### config.mk
export PLATFORM = sky130hd
export DESIGN_NAME = demux1ton_reg
export DESIGN_NICKNAME = d
export VERILOG_FILES = /design/src/rtl/demux_pkg.sv /design/src/rtl/demux_lane.sv /design/src/rtl/demux1ton_reg.sv
export SDC_FILE = /design/constraint.sdc
export NUM_CORES = 1
export LEC_CHECK = 0
export CORE_ASPECT_RATIO = 0.75
export CORE_MARGIN = 1.5
export CORE_UTILIZATION = 44
export DETAILED_ROUTE_END_ITERATION = 8
export GPL_TIMING_DRIVEN = 0
export PLACE_DENSITY = 0.79
export SLEW_MARGIN = 10
export SYNTH_ARGS = -nofsm -noshare
export SYNTH_HDL_FRONTEND = slang
export SYNTH_HIERARCHICAL = 1
export SYNTH_SLANG_ARGS = --single-unit
### constraint.sdc
create_clock -name clk -period 1.8 [get_ports clk]
set_clock_uncertainty 0.1 [all_clocks]
set_input_delay 0.54 -clock clk [delete_from_list [all_inputs] [get_ports clk]]
set_output_delay 0.54 -clock clk [all_outputs]
set_load 0.05 [all_outputs]
### src/rtl/demux_pkg.sv
// rtl/demux_pkg.sv - shared constants and helpers for the registered 1-to-LANES demux
//
// Purpose : parameter limits, drop counter width and select-width helper used
//           by demux1ton_reg and demux_lane.
// Ports   : none (package).

package demux_pkg;

  // Supported lane count range for demux1ton_reg.
  localparam int LANES_MIN = 2;
  localparam int LANES_MAX = 16;

  // Width of the saturating out-of-range drop counter.
  localparam int DROP_CNT_W = 8;

  // Number of select bits needed to address `lanes` lanes. Clamped to at
  // least one bit so the select port never collapses to zero width.
  function automatic int sel_width(input int lanes);
    if (lanes <= 2) begin
      return 1;
    end
    return $clog2(lanes);
  endfunction

endpackage

### src/rtl/demux_lane.sv
// rtl/demux_lane.sv - single-entry output register slot for one demux lane
//
// Purpose : holds one word plus a full flag; drains on valid && out_ready and
//           accepts a new word when empty or when draining in the same cycle.
// Ports   :
//   clk        in   rising-edge clock
//   rst        in   asynchronous active-high reset
//   load       in   write d into the slot at this edge (only when can_accept)
//   d          in   N-bit word to store
//   out_ready  in   consumer ready for this lane
//   q          out  stored word (holds last value when empty)
//   valid      out  slot is full
//   can_accept out  slot can take a word this cycle

module demux_lane #(
  parameter int N = 9
) (
  input  logic         clk,
  input  logic         rst,
  input  logic         load,
  input  logic [N-1:0] d,
  input  logic         out_ready,
  output logic [N-1:0] q,
  output logic         valid,
  output logic         can_accept
);

  // Pass-through replace: a full slot being drained this cycle frees room
  // for a new word at the same edge, giving one word per cycle per lane.
  assign can_accept = ~valid | out_ready;

  always_ff @(posedge clk or posedge rst) begin
    if (rst) begin
      q     <= '0;
      valid <= 1'b0;
    end else if (load) begin
      // A load wins over a concurrent drain: the slot stays full with the
      // new word.
      q     <= d;
      valid <= 1'b1;
    end else if (valid && out_ready) begin
      // Data is left untouched on drain; consumers qualify with valid.
      valid <= 1'b0;
    end
  end

endmodule

### src/rtl/demux1ton_reg.sv
// rtl/demux1ton_reg.sv - registered 1-to-LANES demultiplexer with per-lane handshake
//
// Purpose : steers one producer stream to one of LANES output registers, or
//           broadcasts to all of them; counts words dropped for an
//           out-of-range select.
// Ports   :
//   clk        in   rising-edge clock
//   rst        in   asynchronous active-high reset
//   in_data    in   N-bit input word
//   in_sel     in   destination lane index
//   in_bcast   in   write all lanes, ignore in_sel
//   in_valid   in   input word present
//   in_ready   out  input accepted this cycle if in_valid
//   out_data   out  lane k at bits [k*N +: N]
//   out_valid  out  per-lane full flag
//   out_ready  in   per-lane consumer ready
//   drop_cnt   out  saturating count of out-of-range drops

module demux1ton_reg
  import demux_pkg::*;
#(
  parameter int N     = 9,
  parameter int LANES = 4,
  parameter int SEL_W = sel_width(LANES)
) (
  input  logic                  clk,
  input  logic                  rst,
  input  logic [N-1:0]          in_data,
  input  logic [SEL_W-1:0]      in_sel,
  input  logic                  in_bcast,
  input  logic                  in_valid,
  output logic                  in_ready,
  output logic [LANES*N-1:0]    out_data,
  output logic [LANES-1:0]      out_valid,
  input  logic [LANES-1:0]      out_ready,
  output logic [DROP_CNT_W-1:0] drop_cnt
);

  if (LANES < LANES_MIN || LANES > LANES_MAX) begin : g_lanes_check
    $error("demux1ton_reg: LANES out of supported range");
  end

  logic [LANES-1:0] can_accept;
  logic [LANES-1:0] sel_hit;
  logic [LANES-1:0] load;
  logic             in_range;
  logic             transfer;
  logic             drop;

  // One extra bit so LANES itself is representable even when LANES is a
  // power of two (e.g. LANES=4 with a 2-bit select).
  assign in_range = ({1'b0, in_sel} < (SEL_W + 1)'(LANES));

  for (genvar k = 0; k < LANES; k++) begin : g_lane
    assign sel_hit[k] = in_range && (in_sel == SEL_W'(k));

    demux_lane #(
      .N(N)
    ) u_lane (
      .clk        (clk),
      .rst        (rst),
      .load       (load[k]),
      .d          (in_data),
      .out_ready  (out_ready[k]),
      .q          (out_data[k*N +: N]),
      .valid      (out_valid[k]),
      .can_accept (can_accept[k])
    );
  end

  // Broadcast is all-or-nothing, so it waits until every lane can accept.
  // An out-of-range unicast is always accepted and discarded.
  always_comb begin
    in_ready = 1'b1;
    if (in_bcast) begin
      in_ready = &can_accept;
    end else if (in_range) begin
      in_ready = |(sel_hit & can_accept);
    end
  end

  assign transfer = in_valid && in_ready;
  assign load     = {LANES{transfer}} & ({LANES{in_bcast}} | sel_hit);
  assign drop     = in_valid && !in_bcast && !in_range;

  always_ff @(posedge clk or posedge rst) begin
    if (rst) begin
      drop_cnt <= '0;
    end else if (drop && (drop_cnt != {DROP_CNT_W{1'b1}})) begin
      drop_cnt <= drop_cnt + 1'b1;
    end
  end

endmodule

* Word level (Yosys, flattened, before mapping)
Cells that the tools add are included.
Storage, ports and cells: register bits 40, input bits 19, output and inout bits 49, word-level logic and storage cells 43
Operators by class: equality and inequality tests 3, muxes and demuxes 9, bitwise gates (word level) 11, reductions and logical operators 12
Operators with widths (number):
- $mux 1 | 9
- $and 4x4->4 | 2
- $reduce_bool 2->1 | 4
- $logic_and 1x1->1 | 5
- $eq 2x2->1 const B | 2
- $not 1->1 | 4
- $or 1x1->1 | 4
- $or 4x4->4 | 1
- $reduce_and 4->1 | 1
- $reduce_or 4->1 | 1
- $eq 2x1->1 const B | 1
- $logic_not 2->1 | 1

* Longest topological paths before layout
Gate-level depths: netlist of the first run.
depth in word-level cells 8, gate-level depth with buffers 6, mapped depth without buffers 5

* By module
Netlist of the first run, hierarchy kept.
By module, submodules not included:
- demux_lane | instances 4, cells an instance 23, area an instance 412.9 um2
- demux1ton_reg | instances 1, cells an instance 29, area an instance 187.7 um2

* Least setup slack after synthesis of the first run
OpenSTA, ideal clock, no wires.
kind register -> output, from register g_lane[2].u_lane.valid, to output port in_ready, arrival 1518 ps, path slack -358 ps, cell stages (with the launch flop) 5, buffers on the path 0, cells stage by stage dfrtp_1 > nand2b_1 > and3_4 > nand3_1 > nand4_1
Between the ends: word-level cells in the longest chain between the ends 5, elaborated cells on any way between the ends 6
RTL lines:
- from (decl) | line demux_lane.sv:24 | output logic valid,
- from (signal assigned) | line demux_lane.sv:35 | valid <= 1'b0;
- from (signal assigned) | line demux_lane.sv:40 | valid <= 1'b1;
- from (signal assigned) | line demux_lane.sv:43 | valid <= 1'b0;
- $not 1->1 * | line demux_lane.sv:30 | assign can_accept = ~valid | out_ready;
- $or 1x1->1 * | line demux_lane.sv:30
- net can_accept[2] | line demux1ton_reg.sv:43 | logic [LANES-1:0] can_accept;
- $and 4x4->4 | line demux1ton_reg.sv:78 | in_ready = |(sel_hit & can_accept);
- $reduce_or 4->1 | line demux1ton_reg.sv:78
- $mux 1 * | line demux1ton_reg.sv:75 | if (in_bcast) begin
- to (decl) | line demux1ton_reg.sv:32 | output logic in_ready,
Mark *: on every way through the listed nets, which the timed path passes. The rest lies on a longest branch.

* Final worst setup path of the first run
from register g_lane[0].u_lane.valid, to output port in_ready
Between the ends: word-level cells in the longest chain between the ends 5, elaborated cells on any way between the ends 6
RTL lines (line):
- from (decl) | demux_lane.sv:24
- from (signal assigned) | demux_lane.sv:35
- from (signal assigned) | demux_lane.sv:40
- from (signal assigned) | demux_lane.sv:43
- $not 1->1 * | demux_lane.sv:30
- $or 1x1->1 * | demux_lane.sv:30
- net can_accept[0] | demux1ton_reg.sv:43
- $and 4x4->4 | demux1ton_reg.sv:78
- $reduce_or 4->1 | demux1ton_reg.sv:78
- $mux 1 * | demux1ton_reg.sv:75
Marks and branches as above.

==> out/qor.yml, run 1 <==
grt:
  grt_pass1_wl_mm: 7.20
  grt_usage_pct: 21.7
  grtUsageMet2_pct: 34.2
  overflow: 0
  grt_pass1_vias: 1321
  gr-usage-met1_pct: 29.4
  antenna_found_initial: 0
  use_met3_pct: 6.77
  grt_max_degree: 14
  busiest_layer: "met2"
critical_path:
  critPathMaxFanout: 3
  critical_path_arrival_ns: 1.42
  timing.rr.end: "g_lane[2].u_lane/q[1]"
  cp_slowest_cell: "dfrtp_2"
  critPathRequiredTime_ns: 1.16
  max_stage_delay_ns: 0.44
  r2r-start: "g_lane[2].u_lane/valid"
  crit_type: "flip-flop to output pin"
  r2r_cells: 10
  critPathLaunch: "g_lane[0].u_lane/valid"
  rrSetupSlack_ns: -0.21
  endpoint_kind: "output pin"
  critPathLaunchType: "flip-flop"
  cp_cell_sequence: "nand2b_4 -> and3_4 -> nand3_4 -> nand4_1 -> buf_6"
  critPathCapture: "in_ready"
clock_tree:
  htree_num_levels: 2
  cts_tree: "yes"
  path_clk_slew_ns: 0.07
  insertion_delay_ns: 0.29
  numCtsBuffers: 5
  clk_path_buf_depth: 2
  cts_root_buf: "clkbuf_8"
  cts_hold_buf: 0
  clock-sinks: 40
floorplanning:
  die_y_um: 59.0
  die_area_sq_um: 4580
  io_pins: 68
  die_w_um: 77.7
  core_sq_um: 4030
  row_count: 20
  start_util_pct: 45.7
place:
  hpwl_mm: 2.94
  gp_congestion: 0.747
  port_buffers: 58
logic_synthesis:
  synthTopCellsByArea: "dfrtp_1, mux2_4, buf_4"
  synth_common_cells: "dfrtp_1, mux2_4, nand2b_1"
  syn_inst: 121
  async_reset_ff_share_pct: 100
  synth_top_area_share_pct: 54.4
  avgSynthCellArea_sq_um: 15.2
  ys.warnings.count: 6
  yosysTopAreaCell: "dfrtp_1"
  synth_seq_cells: 40
  netlist_area_sq_um: 1840
  synth.distinct_cells: 21
  synthFlopType: "dfrtp_1"
  synth_seq_area_share_pct: 54.4
  synth.most_common_cell: "dfrtp_1"
  synth_edf_count: 0
final_layout:
  area_growth_pct: 55.6
  num_antenna_cells: 0
  nets: 232
  drive_gt1_share_pct: 65.4
sta:
  fin_crit_ns: 2.06
  fin_crit_sh_pct: 114
  maxSlewViolCount: 0
  hold_viol: 0
  setup_violations: 40
  rsz0062_at_grt: "true"
  clock.fmax_mhz: 486
  hold_slack_ns: 0.417
  postLayoutSetupSlackWorst_ns: -0.257
power_and_ir_drop:
  power_w: 0.00432
  ir_drop_v: 0.000950
  leakage_nw: 1.39
  powerDensity_nw_per_um2: 1510
routing:
  num_vias: 1269
  routed_wirelength_mm: 4.65
  vias_per_cell: 4.72
  wl_per_cell_um: 17.3
  postRouteAntennaNets: 0
  dr.pass1.iters: 4
  drtIter0Drc: 36
  drcViolationCount: 0
run_status:
  failed_checks: "negative setup slack"
  outcome: "complete, but fails checks"
flow_run:
  maxCapViolations: 0
hold_path:
  min_path_type: "flip-flop to flip-flop"
critical path: cells and delay by family, from the launching register on:
| family | cells | cell delay (ns) |
|---|---|---|
| and+or+nand+nor | 4 | 0.53 |
| buffers and inverters | 1 | 0.17 |
| DFF | 1 | 0.44 |
cells by family after synthesis:
kind of cell | share of synthesized area, %
DFF | 54.4
muxes | 29.4
and+or+nand+nor | 7.21
buffers and inverters | 6.80
AOI/OAI and AO/OA | 1.97
other | 0.204
worst min path at each step:
stage                            endpoint  depth (start not counted)  slack [ns]                  start
finish              g_lane[0].u_lane/q[8]                          1        0.42  g_lane[0].u_lane/q[8]
global route        g_lane[1].u_lane/q[3]                          1        0.43  g_lane[1].u_lane/q[3]
CTS                 g_lane[0].u_lane/q[8]                          1        0.42  g_lane[0].u_lane/q[8]
detailed placement  g_lane[1].u_lane/q[0]                          1        0.40  g_lane[1].u_lane/q[0]
global placement    g_lane[1].u_lane/q[0]                          1        0.40  g_lane[1].u_lane/q[0]
floorplan           g_lane[0].u_lane/q[0]                          1        0.28                    rst
cells in the final DEF, fill, tap and decap left out, drive strengths merged:
master and count:
dfrtp 40, nand2 2, nand2b 9, conb 8
clkbuf 21, mux2 36, o21a 2, a21oi 1
nand4 1, inv 4, nand3 2, and3b 1
and3 2, nor2 2, buf 39, dlygate4sd2 2
a211o 1, a21boi 1, clkdlybuf4s15 23, nor3 2
clkdlybuf4s50 11, clkinv 1, clkinvlp 1, bufinv 1
nand4b 1
flip-flops by register name (all words and copies together), names as in the netlist:
signal and flops:
g_lane.u_lane/valid 4, g_lane.u_lane/q 36
area by class of cell:
| type | count | area, sq um |
|---|---|---|
| repair buffers | 78 | 702 |
| fillers | 270 | 1170 |
| flip-flops and latches | 40 | 1010 |
| inverters | 4 | 15.0 |
| plain buffers | 13 | 114 |
| clock inverters | 3 | 42.5 |
| clock buffers | 5 | 68.8 |
| well taps | 55 | 68.8 |
| multi-input cells | 71 | 845 |
routing by layer:
| layer | routed length, um | up-vias |
|---|---|---|
| met2 | 2160 | 48 |
| li1 | - | 580 |
| met5 | 0 | - |
| met4 | 78 | 0 |
| met1 | 2160 | 633 |
| met3 | 250 | 8 |
through the flow:
step	cells	utilization (%)	setup slack, ns	setup TNS [ns]	area [sq um]
global placement	241	63.2	-1.19	-19.71	2550
CTS	264	70.7	-0.275	-2.10	2850
floorplan	128	-	-0.242	-1.23	1900
global route	269	71.0	-0.307	-6.26	2860
finish	269	71.0	-0.257	-4.73	2860
detailed placement	241	63.2	-1.24	-20.90	2550
repair_timing:
| action | CTS | global route |
|---|---|---|
| buffers inserted | 13 | 5 |
| setup endpoints to repair | 79 | 47 |
| pin swaps | 7 | 4 |
| resized for setup | 143 | 29 |
| cloned | 3 | 0 |
power breakdown:
part	internal, W	switching (W)
logic	0.000848	0.00140
clock network	0.000410	0.000306
registers	0.00118	0.000179
total	0.00243	0.00188
Power figures use the tool's default switching activity.
==> inputs of run 2 (changes only) <==
GPL_ROUTABILITY_DRIVEN = 0   (was not set)
==> results of run 2 <==
Final layout, timing and power as in run 1 (identical DEF).
==> inputs of run 3 (changes only) <==
CAP_MARGIN = 20   (was not set)
TNS_END_PERCENT = 20   (was not set)
==> out/qor.yml, run 3 (synthesis gave the netlist of run 1 again) <==
power_and_ir_drop:
  power_w: 0.00403  # -6.7%
  combPwrFrac_pct: 52.0  # about the same
  ir_drop_v: 0.000763  # -20%
  powerDensity_nw_per_um2: 1540  # +1.9%
  sw_frac_of_total_pct: 45.0  # +1.3 points
  leakage_nw: 1.29  # -7.2%
  clkPwrFrac_pct: 14.4  # -2.2 points
  switching_power_w: 0.00181  # -3.8%
  seqPwrFrac_pct: 33.7  # +2.3 points
  intPower_w: 0.00222  # -8.9%
sta:
  timing.setup.tns_ns: -0.398  # +4.33 ns
  maxSlewViolCount: 0  # unchanged
  clock.fmax_mhz: 486  # about the same
  fin_crit_sh_pct: 114  # about the same
  fin_crit_ns: 2.06  # +0.00203 ns
  setup_violations: 11  # -73%
  rsz0062_at_grt: "true"
  postLayoutSetupSlackWorst_ns: -0.259  # -0.00203 ns
  hold_viol: 0  # unchanged
hold_path:
  min_path_type: "flip-flop to flip-flop"
  holdCritStartpoint: "g_lane[3].u_lane/q[4]"
floorplanning:
  row_count: 20  # unchanged
  die_w_um: 77.7  # unchanged
  start_util_pct: 45.7  # unchanged
  io_pins: 68  # unchanged
  die_y_um: 59.0  # unchanged
  core_sq_um: 4030  # unchanged
  die_area_sq_um: 4580  # unchanged
clock_tree:
  clk_path_buf_depth: 2  # unchanged
  numCtsBuffers: 5  # unchanged
  insertion_delay_ns: 0.28  # about the same
  cts_tree: "yes"
  path_clk_slew_ns: 0.06  # about the same
  cts_root_buf: "clkbuf_8"
  clock-sinks: 40  # unchanged
  htree_num_levels: 2  # unchanged
routing:
  drtIter0Drc: 23  # -36%
  vias_per_cell: 4.73  # +0.19%
  met3WireLength_um: 249  # -0.40%
  postRouteAntennaNets: 0  # unchanged
  top_layer_used: "met4"
  routed_wirelength_mm: 4.23  # -9.1%
  wl_per_cell_um: 16.5  # -4.5%
  dr.pass1.iters: 4  # unchanged
  wl_met1_mm: 1.91  # -12%
  drcViolationCount: 0  # unchanged
  route.met2.wl_mm: 1.99  # -7.8%
  num_vias: 1210  # -4.6%
critical_path:
  cp_cell_sequence: "clkdlybuf4s15_1 -> nand2b_4 -> and3_4 -> nand3_4 -> nand4_1 -> buf_6"
  critPathMaxFanout: 3  # unchanged
  r2r-start: "g_lane[0].u_lane/valid"
  critical_path_arrival_ns: 1.42  # about the same
  max_stage_delay_ns: 0.20  # -0.24 ns
  path_buf_inv: 2  # +1
  critPathLaunch: "out_ready[1]"
  endpoint_kind: "output pin"
  crit_family: "simple AND/OR/NAND/NOR gates"
  critPathLaunchType: "primary input"
  crit_type: "primary input to output pin"
  cp_slowest_cell: "and3_4"
  critPathRequiredTime_ns: 1.16  # about the same
place:
  hpwl_mm: 3.07  # +4.3%
  port_buffers: 58  # unchanged
final_layout:
  largest_reg_flops: 36  # unchanged
  largest_register: "g_lane.u_lane/q"
  nets: 219  # -5.6%
  area_growth_pct: 42.4
  layout_common_cells: "mux2_4, dfrtp_1, clkbuf_2, buf_4, clkdlybuf4s15_2"
  reg_top3: "g_lane.u_lane/q x36, g_lane.u_lane/valid x4"
  num_antenna_cells: 0  # unchanged
  drive_gt1_share_pct: 59.7  # -5.7 points
flow_run:
  maxCapViolations: 0  # unchanged
grt:
  overflow: 0  # unchanged
  grt_pass1_vias: 1288  # -2.5%
  grt_pass1_wl_mm: 6.69  # -7.1%
  grt_max_degree: 12  # -2
  grt_usage_pct: 19.8  # -1.8 points
  antenna_found_initial: 0  # unchanged
run_status:
  failed_checks: "negative setup slack"
  outcome: "complete, but fails checks"
[run 3: cell count changes in the layout (fill, tap and decap cells not counted), moves of 2 or more]
cell / before / now
buf_4: 18 / 13
clkdlybuf4s15_2: 22 / 13
nand2b_4: 7 / 5
buf_6: 16 / 7
nand2b_1: 2 / 4
clkbuf_2: 16 / 25
clkbuf_1: 0 / 2
[run 3: final timing paths]
path | to | slack, ns | cells after the start
worst max-delay path | in_ready | -0.26 | 6
worst min-delay path | g_lane[3].u_lane/q[4] | 0.42 | 1
worst max register to register | g_lane[1].u_lane/q[7] | -0.01 | 7
worst min register to register | g_lane[3].u_lane/q[4] | 0.42 | 1
max in group asynchronous | g_lane[3].u_lane/valid | 0.71 | 2
min in group asynchronous | g_lane[1].u_lane/q[2] | 0.57 | 2
[run 3: area by class of cell]
class,count,area [sq um]
buffer,13,110
clock buffer,8,90.1
fill,297,1410
inverter,4,15.0
multi-input combinational,71,816
sequential,40,1010
tap,55,68.8
timing repair buffer,65,514
[run 3: repair_timing]
item,CTS,global route
hold buffers,0,0
gates resized for setup,120,32
endpoints found under the setup margin,79,46
cloned,0,1
pin swaps,5,4
buffers inserted,5,1
[run 3: power groups by stage]
stage               logic, W  clock network, W  registers (W)
finish               0.00209          0.000578        0.00136
CTS                  0.00217          0.000602        0.00136
floorplan           0.000588                 0        0.00231
detailed placement   0.00226                 0        0.00136
global placement     0.00224                 0        0.00135
global route         0.00217          0.000640        0.00139
[run 3: per-layer routing]
layer / global-route usage (%) / vias to the layer above
met2: 31.7 / 43
met4: 5.71 / 0
li1: - / 555
met3: 5.85 / 9
met1: 26.6 / 603
met5: 0 / -
[run 3: metrics by stage]
stage,setup WS [ns],hold slack (ns),cells,cell area [sq um],utilization [%]
2_1_floorplan,-0.242,0.280,128,1900,-
3_5_place_dp,-1.27,0.399,241,2550,63.2
3_3_place_gp,-1.19,0.396,241,2550,63.2
6_report,-0.259,0.416,256,2620,65.0
4_1_cts,-0.273,0.419,254,2710,67.1
5_1_grt,-0.304,0.430,256,2620,65.0
